===== src/rtl/instrumented_adder_meas_ctrl.sv =====
// ---------------------------------------------------------------------------
// instrumented_adder_meas_ctrl
//
// Shared measurement controller for the instrumented-adder family. For each
// measurement it:
//   - drives the latched operands to every adder;
//   - checks the settled sum of the selected channel;
//   - opens that channel's ring-oscillator enable for a window of G cycles;
//   - counts synchronised tap edges, accumulating the counts over R runs.
//
// Ports:
//   wb_clk_i, wb_rst_n        clock, synchronous active-low reset
//   start, abort              begin a measurement / return to idle
//   chan_sel, gate_cycles,    configuration, latched when start is accepted
//   runs, a_operand, b_operand
//   a_input, b_input          operands broadcast to all adders
//   sum_in                    concatenated adder sums, channel k at [k*WIDTH +: WIDTH]
//   osc_tap                   asynchronous divided oscillator taps
//   osc_en                    one-hot oscillator enable (only during COUNT)
//   busy, done                status; done is a one-cycle result strobe
//   count_out, overflow, err  results, updated only when entering DONE
//   sum_out, sum_ok           sum captured at the end of each settle phase
// ---------------------------------------------------------------------------
module instrumented_adder_meas_ctrl #(
  parameter int WIDTH    = 32,
  parameter int CHANNELS = 4,
  parameter int GATE_W   = 16,
  parameter int CNT_W    = 24,
  parameter int RUNS_W   = 4,
  localparam int SEL_W   = (CHANNELS > 1) ? $clog2(CHANNELS) : 1,
  localparam int ACC_W   = CNT_W + RUNS_W
) (
  input  logic                      wb_clk_i,
  input  logic                      wb_rst_n,
  input  logic                      start,
  input  logic                      abort,
  input  logic [SEL_W-1:0]          chan_sel,
  input  logic [GATE_W-1:0]         gate_cycles,
  input  logic [RUNS_W-1:0]         runs,
  input  logic [WIDTH-1:0]          a_operand,
  input  logic [WIDTH-1:0]          b_operand,
  output logic [WIDTH-1:0]          a_input,
  output logic [WIDTH-1:0]          b_input,
  input  logic [CHANNELS*WIDTH-1:0] sum_in,
  input  logic [CHANNELS-1:0]       osc_tap,
  output logic [CHANNELS-1:0]       osc_en,
  output logic                      busy,
  output logic                      done,
  output logic [ACC_W-1:0]          count_out,
  output logic [WIDTH-1:0]          sum_out,
  output logic                      sum_ok,
  output logic                      overflow,
  output logic                      err
);

  typedef enum logic [2:0] {ST_IDLE, ST_SETTLE, ST_COUNT, ST_GAP, ST_DONE} state_t;

  localparam logic [SEL_W:0]   CHAN_LIM = (SEL_W+1)'(CHANNELS);
  localparam logic [CNT_W-1:0] CNT_MAX  = '1;

  state_t              r_state;
  logic [GATE_W-1:0]   r_phase;
  logic [GATE_W-1:0]   r_gate;
  logic [RUNS_W-1:0]   r_runs_left;
  logic [SEL_W-1:0]    r_chan;
  logic [WIDTH-1:0]    r_a_input;
  logic [WIDTH-1:0]    r_b_input;
  logic [CNT_W-1:0]    r_run_cnt;
  logic [ACC_W-1:0]    r_acc;
  logic                r_ovf_sticky;
  logic                r_err_pend;
  logic [CHANNELS-1:0] r_sync1;
  logic [CHANNELS-1:0] r_sync2;
  logic [CHANNELS-1:0] r_sync3;
  logic [CHANNELS-1:0] r_osc_en;
  logic                r_busy;
  logic                r_done;
  logic [ACC_W-1:0]    r_count_out;
  logic [WIDTH-1:0]    r_sum_out;
  logic                r_sum_ok;
  logic                r_overflow;
  logic                r_err;

  // Sum table padded to a power of two so any r_chan value indexes a real entry.
  logic [WIDTH-1:0]    w_sum_arr [2**SEL_W];
  logic [CHANNELS-1:0] w_onehot;

  for (genvar gi = 0; gi < 2**SEL_W; gi++) begin : g_sum
    if (gi < CHANNELS) begin : g_real
      assign w_sum_arr[gi] = sum_in[gi*WIDTH +: WIDTH];
    end else begin : g_pad
      assign w_sum_arr[gi] = '0;
    end
  end

  for (genvar gi = 0; gi < CHANNELS; gi++) begin : g_sel
    assign w_onehot[gi] = (r_chan == SEL_W'(gi));
  end

  logic [WIDTH-1:0] w_sum_sel;
  logic [WIDTH-1:0] w_exp_sum;
  logic [ACC_W-1:0] w_acc_sum;
  logic             w_edge_sel;
  logic             w_start_inval;

  assign w_sum_sel     = w_sum_arr[r_chan];
  assign w_exp_sum     = r_a_input + r_b_input;
  assign w_acc_sum     = r_acc + ACC_W'(r_run_cnt);
  // r_sync3 is the previous synchronised level; rising edge = now high, was low.
  assign w_edge_sel    = |(r_sync2 & ~r_sync3 & w_onehot);
  assign w_start_inval = ({1'b0, chan_sel} >= CHAN_LIM);

  always_ff @(posedge wb_clk_i) begin
    if (!wb_rst_n) begin
      r_state      <= ST_IDLE;
      r_phase      <= '0;
      r_gate       <= '0;
      r_runs_left  <= '0;
      r_chan       <= '0;
      r_a_input    <= '0;
      r_b_input    <= '0;
      r_run_cnt    <= '0;
      r_acc        <= '0;
      r_ovf_sticky <= 1'b0;
      r_err_pend   <= 1'b0;
      r_sync1      <= '0;
      r_sync2      <= '0;
      r_sync3      <= '0;
      r_osc_en     <= '0;
      r_busy       <= 1'b0;
      r_done       <= 1'b0;
      r_count_out  <= '0;
      r_sum_out    <= '0;
      r_sum_ok     <= 1'b0;
      r_overflow   <= 1'b0;
      r_err        <= 1'b0;
    end else begin
      r_sync1 <= osc_tap;
      r_sync2 <= r_sync1;
      r_sync3 <= r_sync2;
      r_done  <= 1'b0;

      if (abort) begin
        // Results are left untouched; only the sequencing is dropped.
        r_state   <= ST_IDLE;
        r_osc_en  <= '0;
        r_busy    <= 1'b0;
        r_run_cnt <= '0;
        r_phase   <= '0;
      end else begin
        case (r_state)
          ST_IDLE: begin
            if (start) begin
              r_a_input    <= a_operand;
              r_b_input    <= b_operand;
              r_chan       <= chan_sel;
              r_gate       <= (gate_cycles == '0) ? GATE_W'(1) : gate_cycles;
              r_runs_left  <= (runs == '0) ? RUNS_W'(1) : runs;
              r_acc        <= '0;
              r_ovf_sticky <= 1'b0;
              r_run_cnt    <= '0;
              r_phase      <= '0;
              r_busy       <= 1'b1;
              if (w_start_inval) begin
                // Nothing to measure: report the error straight away.
                r_err_pend  <= 1'b1;
                r_state     <= ST_DONE;
                r_done      <= 1'b1;
                r_count_out <= '0;
                r_overflow  <= 1'b0;
                r_err       <= 1'b1;
              end else begin
                r_err_pend <= 1'b0;
                r_state    <= ST_SETTLE;
              end
            end
          end

          ST_SETTLE: begin
            if (r_phase == GATE_W'(3)) begin
              r_sum_out <= w_sum_sel;
              r_sum_ok  <= (w_sum_sel == w_exp_sum);
              r_phase   <= '0;
              r_osc_en  <= w_onehot;
              r_state   <= ST_COUNT;
            end else begin
              r_phase <= r_phase + GATE_W'(1);
            end
          end

          ST_COUNT: begin
            if (w_edge_sel && (r_run_cnt != CNT_MAX)) begin
              r_run_cnt <= r_run_cnt + CNT_W'(1);
              if (r_run_cnt == CNT_MAX - CNT_W'(1)) r_ovf_sticky <= 1'b1;
            end
            if (r_phase == r_gate - GATE_W'(1)) begin
              r_phase  <= '0;
              r_osc_en <= '0;
              r_state  <= ST_GAP;
            end else begin
              r_phase <= r_phase + GATE_W'(1);
            end
          end

          ST_GAP: begin
            if (r_phase == GATE_W'(1)) begin
              r_acc       <= w_acc_sum;
              r_run_cnt   <= '0;
              r_phase     <= '0;
              r_runs_left <= r_runs_left - RUNS_W'(1);
              if (r_runs_left == RUNS_W'(1)) begin
                // Results become visible together with the done strobe.
                r_state     <= ST_DONE;
                r_done      <= 1'b1;
                r_count_out <= w_acc_sum;
                r_overflow  <= r_ovf_sticky;
                r_err       <= r_err_pend;
              end else begin
                r_state <= ST_SETTLE;
              end
            end else begin
              r_phase <= r_phase + GATE_W'(1);
            end
          end

          ST_DONE: begin
            r_busy  <= 1'b0;
            r_state <= ST_IDLE;
          end

          default: begin
            r_busy   <= 1'b0;
            r_osc_en <= '0;
            r_state  <= ST_IDLE;
          end
        endcase
      end
    end
  end

  assign a_input   = r_a_input;
  assign b_input   = r_b_input;
  assign osc_en    = r_osc_en;
  assign busy      = r_busy;
  assign done      = r_done;
  assign count_out = r_count_out;
  assign sum_out   = r_sum_out;
  assign sum_ok    = r_sum_ok;
  assign overflow  = r_overflow;
  assign err       = r_err;

endmodule


===== config.mk =====
export PLATFORM = sky130hd
export DESIGN_NAME = instrumented_adder_meas_ctrl
export DESIGN_NICKNAME = d
export VERILOG_FILES = /design/src/rtl/instrumented_adder_meas_ctrl.sv
export SDC_FILE = /design/constraint.sdc
export NUM_CORES = 1
export LEC_CHECK = 0
export CAP_MARGIN = 20
export CORE_ASPECT_RATIO = 0.75
export CORE_UTILIZATION = 55
export DETAILED_ROUTE_END_ITERATION = 6
export DONT_BUFFER_PORTS = 1
export PLACE_DENSITY = 0.7
export SYNTH_ARGS = -nofsm -noshare
export SYNTH_HDL_FRONTEND = slang
export SYNTH_SLANG_ARGS = --single-unit

===== constraint.sdc =====
create_clock -name wb_clk_i -period 4.1 [get_ports wb_clk_i]
set_input_delay 0 -clock wb_clk_i [delete_from_list [all_inputs] [get_ports wb_clk_i]]
set_output_delay 0 -clock wb_clk_i [all_outputs]
set_load 0.03 [all_outputs]

; Yosys cells after proc, flatten, opt, wreduce, memory -nomap -nowiden
; Cells that the tools add are included.
[op_classes]
reduce_logical = 24
eq_ne = 20
mux = 36
n_bitwise = 10
add_sub_neg = 6
magnitude_cmp = 1
[ops]
columns = op, count
row1 = $mux 16, 5
row2 = $mux 24, 3
row3 = $pmux 24 s3, 1
row4 = $bmux 32 s2, 1
row5 = $mux 32, 2
row6 = $pmux 16 s4, 1
row7 = $mux 28, 2
row8 = $pmux 28 s2, 1
row9 = $add 32x32->32, 1
row10 = $eq 32x32->1, 1
row11 = $add 28x24->28, 1
row12 = $add 24x1->24 const B, 1
row13 = $eq 24x24->1 const B, 1
row14 = $ne 24x24->1 const B, 1
row15 = $mux 4, 5
row16 = $add 16x1->16 const B, 1
row17 = $eq 16x1->1 const B, 1
row18 = $eq 16x16->1, 1
row19 = $eq 16x2->1 const B, 1
row20 = $logic_not 16->1, 1
row21 = $reduce_and 4->1, 4
row22 = $sub 16x1->16 const B, 1
row23 = $mux 3, 5
row24 = $ne 2x2->1 const B, 6
row25 = 30 further kinds, 49
[word_totals]
ff_bits = 238
elab_cells = 117
out_inout_bits = 133

; Longest topological paths before layout
; Gate-level depths: netlist of the first run.
[logic_depth]
word_depth = 7
depth_mapped = 13
depth_no_buf = 12

; Least setup slack after synthesis of the first run
; Ideal clock, no wire load.
[synth_path]
path_type = reg-to-reg
startpoint = register r_a_input[0], in the netlist a_input[0]
endpoint = register r_sum_ok, in the netlist sum_ok
arrival_time_ns = 3.153
required_ns = 4.016
slack_ns = 0.862
path_stages_with_launch = 13
setup_ns = 0.084
path_cell_list = dfxtp_1 > ha_1 > fa_1 > a211oi_1 > o21bai_1 > xnor3_1 > a311oi_1 > nand4b_1 > a2111o_1 > nor4_2 > o2111a_1 > o2111ai_1 > o31ai_2
[synth_via]
elab_chain_cells = 2
[synth_lines]
columns = element, line_no
row1 = start: declaration, 66  ; logic [WIDTH-1:0] r_a_input;
row2 = start signal: assignment, 154  ; r_a_input <= a_operand;
row3 = $add 32x32->32, 107  ; assign w_exp_sum = r_a_input + r_b_input;
row4 = $eq 32x32->1, 182  ; r_sum_ok <= (w_sum_sel == w_exp_sum);
row5 = end signal: assignment, 182
row6 = end: declaration, 80  ; logic r_sum_ok;
; No other way between the ends.
; A chain may end at the register's enable or synchronous reset.

; Worst setup path after layout of the first run
[layout_path]
startpoint = register r_b_input[0], in the netlist b_input[0]
endpoint = register r_sum_ok, in the netlist sum_ok
[layout_via]
elab_chain_cells = 2
[layout_lines]
columns = element, line_no
row1 = start: declaration, 67  ; logic [WIDTH-1:0] r_b_input;
row2 = start signal: assignment, 155  ; r_b_input <= b_operand;
row3 = $add 32x32->32, 107
row4 = $eq 32x32->1, 182
; No other way between the ends.

==> impl_metrics.ini, run 1 <==
[sta]
worst_pin_slew_ps = 990
setup_viol = 0
period_needed_ps = 3740
fin_skew_ps = 11.4
rsz0062_at_grt = no
slew_headroom_pct = 33.7
max_freq_mhz = 268
slew_viol_final = 0
finalHoldViolCount = 0
fin_crit_sh_pct = 91.2
fin_tns_setup_ps = 0

[synthesis]
async_flop_share_pct = 0
synth_area_um2 = 13600
synth_area_leaders = dfxtp_1 (35%), nand2_1 (9.4%), a21oi_1 (7.3%)
netlist_top_cells_count = nand2_1 (340), dfxtp_1 (238), a21oi_1 (199), nor2_1 (135), clkbuf_1 (74)
yosysUniqueCellTypes = 86
synthMuxAreaShare_pct = 6.28
synth_xor_area_share_pct = 7.42
ys_warn_count = 0
synth.largest_area_cell = dfxtp_1
syn_inst = 1681
seq_area_frac_synth_pct = 35.1
yosys.cell_count.top_type = nand2_1
synth-edff-count = 0
synth_ff_type = dfxtp_1
ys_ff_latch = 238
yosys.area.top_type_share_pct = 35.1
synth_compound_gate_area_share_pct = 19.1
yosys.area_share.simple_pct = 22.4
synthesis.nets = 1967
synth_area_per_cell_um2 = 8.07
synth_top_family_by_area = simple AND/OR/NAND/NOR gates
synthAdderAreaFrac_pct = 6.01

[power_and_ir_drop]
power_w = 0.00566
max-vdd-ir-drop_uv = 278
p_leak_nw = 6.07
power_density_nw_per_um2 = 347

[die]
ioPinCount = 355
die_area_um2 = 25300
core_um2 = 24100
die_y_um = 138
rows = 49
die_w_um = 183
start_util_pct = 56.3

[detailed_routing]
drcViolationCount = 0
via_per_inst = 6.21
firstDrtPassIters = 6
first_iter_violations = 1276
drtAntennaViolNets = 0
drt-total-wl_um = 48400
num_vias = 13507
avgRoutedWirePerCell_um = 22.3

[flow_run]
maxCapViolations = 0

[cts]
cts.sinks = 238
postCtsSetupBuffers = 0
clkLatencyLatePin_ps = 530
cts.htree.levels = 1
numCtsBuffers = 25
path_clk_slew_ps = 70
cts_tree = built
cts_root_buffer = clkbuf_16
cts-resized-gates = 0
cts-hold-fix-buffers = 160
cts_max_path_buffers = 3

[min_path]
worst_hold_path_type = in2reg
hold_path_startpoint = sum_in[30]
hold_path_end = sum_out[30]
hold_depth = 3

[layout]
fin_cells = 2174
fillCellCount = 2022
fin_area_um2 = 16300
area_growth_pct = 20.5
layout-drive-gt1-share_pct = 6.74
fin_nets = 2093
fin_util_pct = 67.8

[placed_design]
globalplace.congestion = 1.00
port_buffers = 0
dpl-instance-area_um2 = 13800
placed_cells = 1951
hpwl_um = 35300

[worst_setup_path]
worstPathMaxFanout = 3
rr_worst_depth = 12
rr_startpoint = b_input[0]
crit_path_start_kind = register
cp.arrival_ps = 4200
critPathCaptureType = register
timing_worst_setup_path_type = reg2reg
rrSetupSlack_ps = 360
cp.required_ps = 4560
critical_path.reg2reg.endpoint = sum_ok

[global_routing]
grt_usage_pct = 37.4
grt_pass1_vias = 12384
grt_max_degree = 84
grt_first_pass_wirelength_um = 73000
grt_overflow = 0
antenna_found_initial = 21

[outcome]
status = completed
cell usage in the layout (no fill, tap or decap), types with 10 or more instances in the layout:
cell,n
nand4_1,28
nand2_1,340
inv_1,34
nor2_1,135
o21bai_1,14
dfxtp_1,236
a21o_1,23
nor4_1,12
o31ai_1,14
mux4_2,32
clkbuf_16,25
buf_4,23
a211oi_1,16
o21ai_0,43
nand3_1,40
dlygate4sd3_1,159
xor2_1,39
a21oi_1,199
nor3_1,32
ha_1,62
mux2i_1,12
a31oi_1,10
and2_1,19
a22oi_1,10
diode_2,18
xnor2_1,66
o21ai_1,32
flip-flops by register name, summed over array words and instances, names as in the netlist, 2 cells and up:
register	flops
a_input	32
b_input	32
sum_out	32
count_out	28
r_acc	28
r_run_cnt	24
r_gate	16
r_phase	16
osc_en	4
r_runs_left	4
r_sync1	4
r_sync2	4
r_sync3	4
r_state	3
r_chan	2
kinds of logic after synthesis:
family / after synthesis
muxes: 45
adders and majority gates: 64
xor gates and xnor gates: 110
AOI/OAI and AO/OA: 426
buffers and inverters: 121
other: 1
DFF: 238
and+or+nand+nor: 676
through the flow:
step	worst slack (ps)	hold WS, ps
2_1_floorplan	862	127
3_5_place_dp	460	132
3_3_place_gp	556	130
6_report	362	25.8
4_1_cts	441	24.9
5_1_grt	277	66.6
report_power, final:
group | leakage, nW | internal, W | switching (W)
Combinational | 3.73 | 0.000369 | 0.000432
Clock | 0.412 | 0.00138 | 0.00100
Sequential | 1.93 | 0.00236 | 0.000116
worst max path at each step:
| stage | start | endpoint | slack [ps] | cells past startpoint |
|---|---|---|---|---|
| 6_report | b_input[0] | sum_ok | 360 | 12 |
| 5_1_grt | b_input[0] | sum_ok | 280 | 12 |
| 4_1_cts | b_input[0] | sum_ok | 440 | 12 |
| 3_5_place_dp | b_input[0] | sum_ok | 460 | 12 |
| 3_3_place_gp | b_input[0] | sum_ok | 560 | 12 |
| 2_1_floorplan | a_input[0] | sum_ok | 860 | 12 |
final cells by class:
class,instances,area (um2),share of cell area [%]
Inverter,35,134,0.819
Antenna cell,18,45.0,0.276
Clock buffer,33,696,4.26
Sequential cell,238,4770,29.2
Multi-Input combinational cell,1322,8320,50.9
Timing Repair Buffer,185,1820,11.2
Tap cell,331,414,2.53
Clock inverter,12,144,0.880
worst max-delay path: stages, from the launching register on:
cell,delay (ps)
dfxtp_1,430
ha_1,280
fa_1,430
a211oi_1,410
o21bai_1,220
xnor3_1,280
a311oi_1,260
nand4b_1,120
a2111o_1,360
nor4_2,310
o2111a_1,240
o2111ai_1,140
o31ai_2,190
routing by layer:
layer | global-route usage, % | up-vias | share of wire (%)
met3 | 11.3 | 150 | 12
met4 | 16.1 | 10 | 4.6
met5 | 0 | - | 0.14
li1 | - | 6226 | -
met1 | 51.6 | 6315 | 42
met2 | 54.0 | 806 | 41
Note: power is estimated with default switching activity, not from simulation.
==> run 2: changes to the inputs <==
--- a/config.mk
+++ b/config.mk
@@ -8,9 +8,11 @@
 export CAP_MARGIN = 20
 export CORE_ASPECT_RATIO = 0.75
 export CORE_UTILIZATION = 55
+export CTS_CLUSTER_SIZE = 8
 export DETAILED_ROUTE_END_ITERATION = 6
 export DONT_BUFFER_PORTS = 1
-export PLACE_DENSITY = 0.7
+export PLACE_DENSITY = 0.75
+export SETUP_SLACK_MARGIN = 0.1
 export SYNTH_ARGS = -nofsm -noshare
 export SYNTH_HDL_FRONTEND = slang
 export SYNTH_SLANG_ARGS = --single-unit
==> impl_metrics.ini, run 2 (same netlist as run 1, synthesis figures left out) <==
[detailed_routing]
firstDrtPassIters = 6
drcViolationCount = 0
num_vias = 13495
drt-total-wl_um = 47800
via_per_inst = 6.31
first_iter_violations = 1399
avgRoutedWirePerCell_um = 22.3
drtAntennaViolNets = 0

[sta]
finalHoldViolCount = 0
fin_crit_sh_pct = 89.3
hold_slack_ps = 16.2
period_needed_ps = 3660
slew_viol_final = 0
fin_tns_setup_ps = 0
fin_skew_ps = 20.7
slew_headroom_pct = 28.0
setup_viol = 0
worst_pin_slew_ps = 1080
max_freq_mhz = 273
rsz0062_at_grt = no

[global_routing]
antenna_found_initial = 9
grt_first_pass_wirelength_um = 72500
grt_usage_pct = 36.8
grt_pass1_vias = 12512
grt_max_degree = 102
grt_overflow = 0

[cts]
clkLatencyLatePin_ps = 530
cts_tree = built
cts.sinks = 238
cts_max_path_buffers = 3
path_clk_slew_ps = 50
cts-resized-gates = 0
cts_root_buffer = clkbuf_16
cts.htree.levels = 2
postCtsSetupBuffers = 0
numCtsBuffers = 35

[placed_design]
port_buffers = 0
globalplace.congestion = 1.00
hpwl_um = 34700

[worst_setup_path]
cp.arrival_ps = 4090
critPathCaptureType = register
crit_path_start_kind = register
timing_worst_setup_path_type = reg2reg
worstPathMaxFanout = 3
rrSetupSlack_ps = 440
cp.required_ps = 4530

[layout]
fillCellCount = 1944
final_common_cell = nand2_1
area_growth_pct = 19.6
fin_nets = 2086
final_cell_mix = nand2_1 (340), dfxtp_1 (236), a21oi_1 (199)
layout-drive-gt1-share_pct = 6.83

[outcome]
status = completed

[die]
ioPinCount = 355
rows = 49
die_area_um2 = 25300
core_um2 = 24100
die_y_um = 138
start_util_pct = 56.3
die_w_um = 183

[power_and_ir_drop]
power_density_nw_per_um2 = 361
max-vdd-ir-drop_uv = 302
p_leak_nw = 6.04

[min_path]
worst_hold_path_type = in2reg

[flow_run]
maxCapViolations = 0
==> run 2: cell count changes in the layout (fill, tap and decap cells not counted), sizes merged <==
cell	before	now
dlygate4sd3	159	141
diode	18	7
clkinv	6	2
bufinv	3	0
clkbuf	33	36
clkinvlp	2	0
buf	26	27
==> run 2: worst paths after layout <==
kind | cells past startpoint | startpoint | end
worst max-delay path | 12 | a_input[0] | sum_ok
worst min-delay path | 3 | sum_in[11] | sum_out[11]
worst max register to register | 12 | a_input[0] | sum_ok
worst min register to register | 1 | r_sync1[3] | r_sync2[3]
==> run 2: layout make-up <==
cell class | count | area, um2 | share of cell area [%]
multi-input combinational | 1322 | 8330 | 51.3
sequential | 238 | 4770 | 29.4
timing repair buffer | 168 | 1630 | 10.0
clock buffer | 36 | 890 | 5.48
tap | 331 | 414 | 2.55
inverter | 35 | 134 | 0.825
clock inverter | 3 | 52.6 | 0.324
antenna | 7 | 17.5 | 0.108
==> run 2: per-stage QoR <==
step / power [W] / utilization, % / worst slack, ps / instances / area, um2
5_1_grt: 0.00603 / 67.3 / 174 / 2137 / 16200
3_3_place_gp: 0.00316 / 57.4 / 543 / 1952 / 13800
6_report: 0.00587 / 67.3 / 440 / 2140 / 16200
2_1_floorplan: 0.00299 / - / 862 / 1681 / 13600
4_1_cts: 0.00586 / 67.3 / 448 / 2133 / 16200
3_5_place_dp: 0.00316 / 57.4 / 431 / 1952 / 13800
==> run 2: timing repair <==
action | CTS | global route
hold buffers | 142 | 0
endpoints found under the hold margin | 183 | 0
endpoints found under the setup margin | 0 | 0
==> run 2: metal layers <==
metal	vias up	global-route usage [%]	wire length, um
met2	830	53.7	20200
met4	6	15.0	1970
met3	164	10.4	5720
li1	6178	-	-
met1	6317	51.1	19900
met5	-	0	46
==> run 2: critical path, stage by stage, from the launching register on <==
cell       delay, ps
dfxtp_1          410
ha_1             310
fa_1             430
a211oi_1         380
o21bai_1         180
xnor3_1          260
a311oi_1         280
nand4b_1         130
a2111o_1         370
nor4_2           280
o2111a_1         210
o2111ai_1        130
o31ai_2          200
==> run 2: power breakdown <==
part	switching, W	internal, W
registers	0.000120	0.00237
clock network	0.00105	0.00154
logic	0.000439	0.000351
total	0.00161	0.00426
